### src/rtl/alu_pkg.sv
// Shared ALU definitions: opcodes, latency, operand/result widths.
// Ports: none (package imported by the arbiter and its response FIFO).
package alu_pkg;

    localparam int ALU_LAT = 2;
    localparam int OPND_W  = 8;
    localparam int RES_W   = 16;

    typedef enum logic [2:0] {
        OP_NOP  = 3'b000,
        OP_SUB  = 3'b001,
        OP_MUL  = 3'b010,
        OP_AND  = 3'b011,
        OP_XOR  = 3'b100,
        OP_OR   = 3'b101,
        OP_PASS = 3'b110,
        OP_ADD  = 3'b111
    } alu_op_e;

    typedef struct packed {
        logic v;
        logic id;
    } tag_t;

endpackage

### src/rtl/alu_arb_rsp_fifo.sv
// First-word-fall-through response FIFO, one per requester.
// Ports: clk/reset, i_push/i_data write side, i_pop/o_valid/o_data read side.
module alu_arb_rsp_fifo
    import alu_pkg::*;
#(
    parameter int DEPTH = 4
) (
    input  logic             clk_p_i,
    input  logic             reset_n_i,
    input  logic             i_push,
    input  logic [RES_W-1:0] i_data,
    input  logic             i_pop,
    output logic             o_valid,
    output logic [RES_W-1:0] o_data
);

    localparam int AW = $clog2(DEPTH);

    logic [RES_W-1:0] r_mem [DEPTH];
    logic [AW-1:0]    r_wptr;
    logic [AW-1:0]    r_rptr;
    logic [AW:0]      r_cnt;
    logic             w_pop;

    assign o_valid = (r_cnt != '0);
    assign w_pop   = i_pop && o_valid;
    // Drive zero while empty so the output is clean out of reset.
    assign o_data  = o_valid ? r_mem[r_rptr] : '0;

    always_ff @(posedge clk_p_i or negedge reset_n_i) begin
        if (!reset_n_i) begin
            r_wptr <= '0;
            r_rptr <= '0;
            r_cnt  <= '0;
        end else begin
            if (i_push) r_wptr <= r_wptr + AW'(1);
            if (w_pop)  r_rptr <= r_rptr + AW'(1);
            unique case ({i_push, w_pop})
                2'b10:   r_cnt <= r_cnt + (AW+1)'(1);
                2'b01:   r_cnt <= r_cnt - (AW+1)'(1);
                default: ;
            endcase
        end
    end

    always_ff @(posedge clk_p_i) begin
        if (i_push) r_mem[r_wptr] <= i_data;
    end

endmodule

### src/rtl/alu_arbiter.sv
// Two-requester round-robin front end for a shared 2-cycle ALU with
// credit-controlled per-requester response FIFOs.
// Ports: reqN_* request handshakes, rspN_* response handshakes,
// alu_* shared ALU bus, grantN_cnt_o only when ALU_ARB_PERF_EN is defined.
module alu_arbiter
    import alu_pkg::*;
#(
    parameter int RESP_DEPTH = 4,
    parameter int CNT_W      = 16
) (
    input  logic              clk_p_i,
    input  logic              reset_n_i,
    input  logic              req0_valid_i,
    output logic              req0_ready_o,
    input  logic [OPND_W-1:0] req0_a_i,
    input  logic [OPND_W-1:0] req0_b_i,
    input  logic [2:0]        req0_inst_i,
    input  logic              req1_valid_i,
    output logic              req1_ready_o,
    input  logic [OPND_W-1:0] req1_a_i,
    input  logic [OPND_W-1:0] req1_b_i,
    input  logic [2:0]        req1_inst_i,
    output logic              rsp0_valid_o,
    input  logic              rsp0_ready_i,
    output logic [RES_W-1:0]  rsp0_data_o,
    output logic              rsp1_valid_o,
    input  logic              rsp1_ready_i,
    output logic [RES_W-1:0]  rsp1_data_o,
    output logic [OPND_W-1:0] alu_data_a_o,
    output logic [OPND_W-1:0] alu_data_b_o,
    output logic [2:0]        alu_inst_o,
    input  logic [RES_W-1:0]  alu_data_i
`ifdef ALU_ARB_PERF_EN
    ,
    output logic [CNT_W-1:0]  grant0_cnt_o,
    output logic [CNT_W-1:0]  grant1_cnt_o
`endif
);

    localparam int CW = $clog2(RESP_DEPTH) + 1;

    if (RESP_DEPTH < 2 || (RESP_DEPTH & (RESP_DEPTH - 1)) != 0
        || CNT_W < 1) begin : g_bad_cfg
        $error("alu_arbiter: invalid RESP_DEPTH/CNT_W");
    end

    logic [CW-1:0] r_cred0, r_cred1;
    tag_t          r_tag [ALU_LAT];
    // 1 = req1 accepted last; reset value makes req0 win the first tie.
    logic          r_last;
    // Holds off issue for the first cycle after reset release.
    logic          r_run;

    logic w_elig0, w_elig1;
    logic w_gnt0, w_gnt1;
    logic w_pop0, w_pop1;
    logic w_push0, w_push1;

    assign w_elig0 = r_run && req0_valid_i && (r_cred0 < CW'(RESP_DEPTH));
    assign w_elig1 = r_run && req1_valid_i && (r_cred1 < CW'(RESP_DEPTH));
    assign w_gnt0  = w_elig0 && (!w_elig1 || r_last);
    assign w_gnt1  = w_elig1 && (!w_elig0 || !r_last);

    assign req0_ready_o = w_gnt0;
    assign req1_ready_o = w_gnt1;

    assign w_pop0  = rsp0_valid_o && rsp0_ready_i;
    assign w_pop1  = rsp1_valid_o && rsp1_ready_i;
    assign w_push0 = r_tag[ALU_LAT-1].v && !r_tag[ALU_LAT-1].id;
    assign w_push1 = r_tag[ALU_LAT-1].v &&  r_tag[ALU_LAT-1].id;

    always_comb begin
        alu_data_a_o = '0;
        alu_data_b_o = '0;
        alu_inst_o   = OP_NOP;
        unique case (1'b1)
            w_gnt0: begin
                alu_data_a_o = req0_a_i;
                alu_data_b_o = req0_b_i;
                alu_inst_o   = req0_inst_i;
            end
            w_gnt1: begin
                alu_data_a_o = req1_a_i;
                alu_data_b_o = req1_b_i;
                alu_inst_o   = req1_inst_i;
            end
            default: ;
        endcase
    end

    always_ff @(posedge clk_p_i or negedge reset_n_i) begin
        if (!reset_n_i) begin
            r_run  <= 1'b0;
            r_last <= 1'b1;
            for (int i = 0; i < ALU_LAT; i++) r_tag[i] <= '0;
        end else begin
            r_run    <= 1'b1;
            r_tag[0] <= '{v: w_gnt0 || w_gnt1, id: w_gnt1};
            for (int i = 1; i < ALU_LAT; i++) r_tag[i] <= r_tag[i-1];
            if (w_gnt0) r_last <= 1'b0;
            if (w_gnt1) r_last <= 1'b1;
        end
    end

    // A credit is taken at acceptance and returned the cycle after a pop.
    always_ff @(posedge clk_p_i or negedge reset_n_i) begin
        if (!reset_n_i) begin
            r_cred0 <= '0;
            r_cred1 <= '0;
        end else begin
            unique case ({w_gnt0, w_pop0})
                2'b10:   r_cred0 <= r_cred0 + CW'(1);
                2'b01:   r_cred0 <= r_cred0 - CW'(1);
                default: ;
            endcase
            unique case ({w_gnt1, w_pop1})
                2'b10:   r_cred1 <= r_cred1 + CW'(1);
                2'b01:   r_cred1 <= r_cred1 - CW'(1);
                default: ;
            endcase
        end
    end

    alu_arb_rsp_fifo #(.DEPTH(RESP_DEPTH)) u_fifo0 (
        .clk_p_i   (clk_p_i),
        .reset_n_i (reset_n_i),
        .i_push    (w_push0),
        .i_data    (alu_data_i),
        .i_pop     (rsp0_ready_i),
        .o_valid   (rsp0_valid_o),
        .o_data    (rsp0_data_o)
    );

    alu_arb_rsp_fifo #(.DEPTH(RESP_DEPTH)) u_fifo1 (
        .clk_p_i   (clk_p_i),
        .reset_n_i (reset_n_i),
        .i_push    (w_push1),
        .i_data    (alu_data_i),
        .i_pop     (rsp1_ready_i),
        .o_valid   (rsp1_valid_o),
        .o_data    (rsp1_data_o)
    );

`ifdef ALU_ARB_PERF_EN
    logic [CNT_W-1:0] r_gcnt0, r_gcnt1;

    always_ff @(posedge clk_p_i or negedge reset_n_i) begin
        if (!reset_n_i) begin
            r_gcnt0 <= '0;
            r_gcnt1 <= '0;
        end else begin
            if (w_gnt0 && !(&r_gcnt0)) r_gcnt0 <= r_gcnt0 + CNT_W'(1);
            if (w_gnt1 && !(&r_gcnt1)) r_gcnt1 <= r_gcnt1 + CNT_W'(1);
        end
    end

    assign grant0_cnt_o = r_gcnt0;
    assign grant1_cnt_o = r_gcnt1;
`endif

endmodule

### config.mk
export PLATFORM = sky130hd
export DESIGN_NAME = alu_arbiter
export DESIGN_NICKNAME = d
export VERILOG_FILES = /design/src/rtl/alu_pkg.sv /design/src/rtl/alu_arb_rsp_fifo.sv /design/src/rtl/alu_arbiter.sv
export SDC_FILE = /design/constraint.sdc
export NUM_CORES = 1
export LEC_CHECK = 0
export CAP_MARGIN = 20
export CORE_MARGIN = 5
export CORE_UTILIZATION = 35
export DETAILED_ROUTE_END_ITERATION = 16
export GPL_TIMING_DRIVEN = 0
export SYNTH_ARGS = -nofsm -noshare
export SYNTH_HDL_FRONTEND = slang
export SYNTH_SLANG_ARGS = --single-unit
### constraint.sdc
create_clock -name clk_p_i -period 2.6 [get_ports clk_p_i]
set_input_delay 0.52 -clock clk_p_i [delete_from_list [all_inputs] [get_ports clk_p_i]]
set_output_delay 0.52 -clock clk_p_i [all_outputs]
set_load 0.02 [all_outputs]
==> flow_summary.json <==
{
  "status": "finished clean",
  "dr.pass1.iters": 4,
  "power_density_nw_per_um2": 1070,
  "drv_cap": 0,
  "cp_max_fo": 4,
  "period_needed_ps": 2550,
  "synth_nets": 419,
  "fin_total_pwr_w": 0.00911,
  "switching_power_w": 0.00280,
  "wl_per_cell_um": 18.3,
  "final-hold-violation-count": 0,
  "die_x_um": 146,
  "syn2layout_area_growth_pct": 32.3,
  "critPathKind": "register to primary output",
  "tightest_slew_ps": 897,
  "ys.flop_type": "edfxtp_1",
  "required_ps": 2080,
  "ys_seq_area_share_pct": 69.7,
  "fmax_mhz": 392,
  "cts_tree": "done",
  "synth_seq_cells": 154,
  "syn-instance-count": 343,
  "clockPowerShare_pct": 27.6,
  "r2r_cells": 7,
  "drv_slew": 0,
  "fin_crit_sh_pct": 98.2,
  "grt_start_max_net_pins": 21,
  "route.detailed.vias_per_inst": 4.82,
  "syn_avg_cell_area_sq_um": 18.8,
  "hold_path_class": "register to register",
  "clockBufferDepth": 2,
  "switching_share_pct": 30.7,
  "drt_iter0_drc": 141,
  "hpwlAfterDp_um": 9090,
  "intPower_w": 0.00631,
  "leakagePower_nw": 3.19,
  "synth.most_common_cell": "edfxtp_1",
  "gp_congestion": 0.717,
  "clock-sinks": 154,
  "yosys.area.top_type": "edfxtp_1",
  "fin_worst_skew_ps": 8.19,
  "fin_nets": 559,
  "io_pins": 115,
  "coreArea_sq_um": 18000,
  "dpl_cell_area_sq_um": 7890,
  "drc": 0,
  "hold_buffers": 0,
  "synth_common_cells": "edfxtp_1 (128), and2_1 (38), dfrtp_1 (25)",
  "cts_root_buf": "clkbuf_16",
  "grt_pass1_vias": 3949,
  "startpoint_type": "register",
  "antennaDiodeCount": 0,
  "wl_um": 13300,
  "fp.dieH_um": 146,
  "seqPwrFrac_pct": 35.1,
  "path_clk_slew_ps": 60,
  "initial_core_util_pct": 35.8,
  "p_comb_share_pct": 37.3,
  "cp.arrival_ps": 2030,
  "yosysUniqueCellTypes": 30,
  "slew_headroom_pct": 40.2,
  "fin_area_sq_um": 8530,
  "ir_worst_vdd_mv": 0.558,
  "antenna_found_initial": 0,
  "setup_violations": 0,
  "grt_usage_pct": 12.7,
  "ys_warn_count": 0,
  "drive_gt1_share_pct": 22.4,
  "yosysTopAreaCellShare_pct": 59.6,
  "die_area_sq_um": 21200,
  "synth_edf_count": 128,
  "syn_area_sq_um": 6450,
  "portBuffers": 114,
  "postRouteAntennaNets": 0,
  "cts.htree.levels": 4,
  "min_path_cells": 0,
  "clkLatencyLatePin_ps": 410,
  "synth_async_sr_flop_share_pct": 16.9,
  "rows": 49,
  "worst_setup_path_end_kind": "primary output",
  "gr-total-overflow": 0,
  "synth.area.top_cells": "edfxtp_1 (60%), dfrtp_1 (9.7%), mux4_1 (6.5%)",
  "rsz0062_at_grt": "true",
  "grt_pass1_wl_um": 20600,
  "dr_total_vias": 3496,
  "numCtsBuffers": 17
}
==> cells by family (layout without fill, tap and decap cells) <==
kind of cell    after synthesis  after routing  share of synthesized area [%]
compound gates               24             24                           3.16
xor+xnor                     18             18                           2.45
fa+ha+maj                    16             16                           3.57
buf+inv                      34            187                           2.87
flops                       154            154                           69.7
mux                          36             36                           12.8
other cells                   1              1                         0.0582
simple gates                 60             60                           5.40
==> flip-flops by register name, indices dropped and copies added, names as in the netlist <==
| register | count |
|---|---|
| r_cred0 | 3 |
| r_cred1 | 3 |
| r_last | 1 |
| r_run | 1 |
| r_tag | 4 |
| u_fifo0.r_cnt | 3 |
| u_fifo0.r_mem | 64 |
| u_fifo0.r_rptr | 2 |
| u_fifo0.r_wptr | 2 |
| u_fifo1.r_cnt | 3 |
| u_fifo1.r_mem | 64 |
| u_fifo1.r_rptr | 2 |
| u_fifo1.r_wptr | 2 |
==> worst paths after layout <==
| path | start | endpoint | slack [ps] |
|---|---|---|---|
| hold / removal | r_tag[2]$_DFF_PN0_ | r_tag[0]$_DFF_PN0_ | 350 |
| max in group asynchronous | reset_n_i | r_last$_DFFE_PN1P_ | 1590 |
| hold reg to reg | r_tag[2]$_DFF_PN0_ | r_tag[0]$_DFF_PN0_ | 350 |
| min in group asynchronous | reset_n_i | r_cred0[0]$_DFFE_PN0P_ | 430 |
| setup reg to reg | u_fifo1.r_cnt[0]$_DFFE_PN0P_ | r_cred1[2]$_DFFE_PN0P_ | 370 |
| setup / recovery | u_fifo1.r_rptr[0]$_DFFE_PN0P_ | rsp1_data_o[6] | 50 |
==> final cells by class <==
class | count | area (sq um)
plain buffers | 15 | 153
repair buffers | 123 | 1110
inverters | 17 | 63.8
flip-flops and latches | 154 | 4500
multi-input cells | 155 | 1800
clock buffers | 25 | 505
clock inverters | 7 | 111
fillers | 1536 | 9500
well taps | 229 | 287
==> placed cells by master, fill, tap and decap left out, types with 3 or more instances in the layout <==
| master | n |
|---|---|
| a22o_1 | 19 |
| and2_1 | 38 |
| and3_1 | 4 |
| buf_2 | 13 |
| buf_4 | 8 |
| buf_6 | 5 |
| bufinv_16 | 3 |
| clkbuf_1 | 4 |
| clkbuf_16 | 18 |
| clkbuf_2 | 16 |
| clkbuf_8 | 5 |
| clkdlybuf4s15_1 | 6 |
| clkdlybuf4s15_2 | 9 |
| clkdlybuf4s50_1 | 58 |
| dfrtp_1 | 25 |
| dlygate4sd2_1 | 13 |
| dlymetal6s2s_1 | 3 |
| edfxtp_1 | 128 |
| fa_1 | 4 |
| ha_1 | 12 |
| inv_1 | 17 |
| mux4_1 | 15 |
| mux4_2 | 17 |
| nand2_1 | 3 |
| nor2_1 | 7 |
| xnor2_1 | 9 |
| xor2_1 | 9 |
==> power by group through the flow <==
stage / clock network (W) / registers (W) / logic (W)
final: 0.00252 / 0.00320 / 0.00339
after CTS: 0.00256 / 0.00319 / 0.00341
after global placement: 0 / 0.00321 / 0.00352
after global routing: 0.00268 / 0.00323 / 0.00370
after detailed placement: 0 / 0.00323 / 0.00360
after floorplan: 0 / 0.00318 / 0.00223
==> metrics by stage <==
step	setup slack, ps	hold slack (ps)	util (%)	instances	TNS [ps]
after floorplan	324	224	-	343	0
after global placement	-381	335	43.7	686	-7540
after detailed placement	-411	335	43.8	687	-8280
after CTS	0.257	348	47.2	721	0
after global routing	-4.91	351	47.3	725	-4.91
final	45.8	346	47.3	725	0
==> worst max-delay path, stage by stage, from the launching register on <==
cell	delay, ps
dfrtp_1	370
buf_4	130
clkbuf_16	130
buf_4	100
mux4_1	560
and2_1	180
clkbuf_2	150
==> repair_timing <==
| item | CTS | global route |
|---|---|---|
| cloned | 0 | 2 |
| pin swaps | 1 | 0 |
| buffers inserted | 4 | 2 |
| gates resized for setup | 126 | 37 |
| setup endpoints to repair | 55 | 36 |
==> layer usage <==
metal	vias up	wire length, um	global-route usage, %
met5	-	0	0
met4	0	127	3.64
met3	11	928	4.83
met2	133	6690	21.4
met1	1755	5550	15.1
li1	1597	-	-
Power figures use the tool's default switching activity.
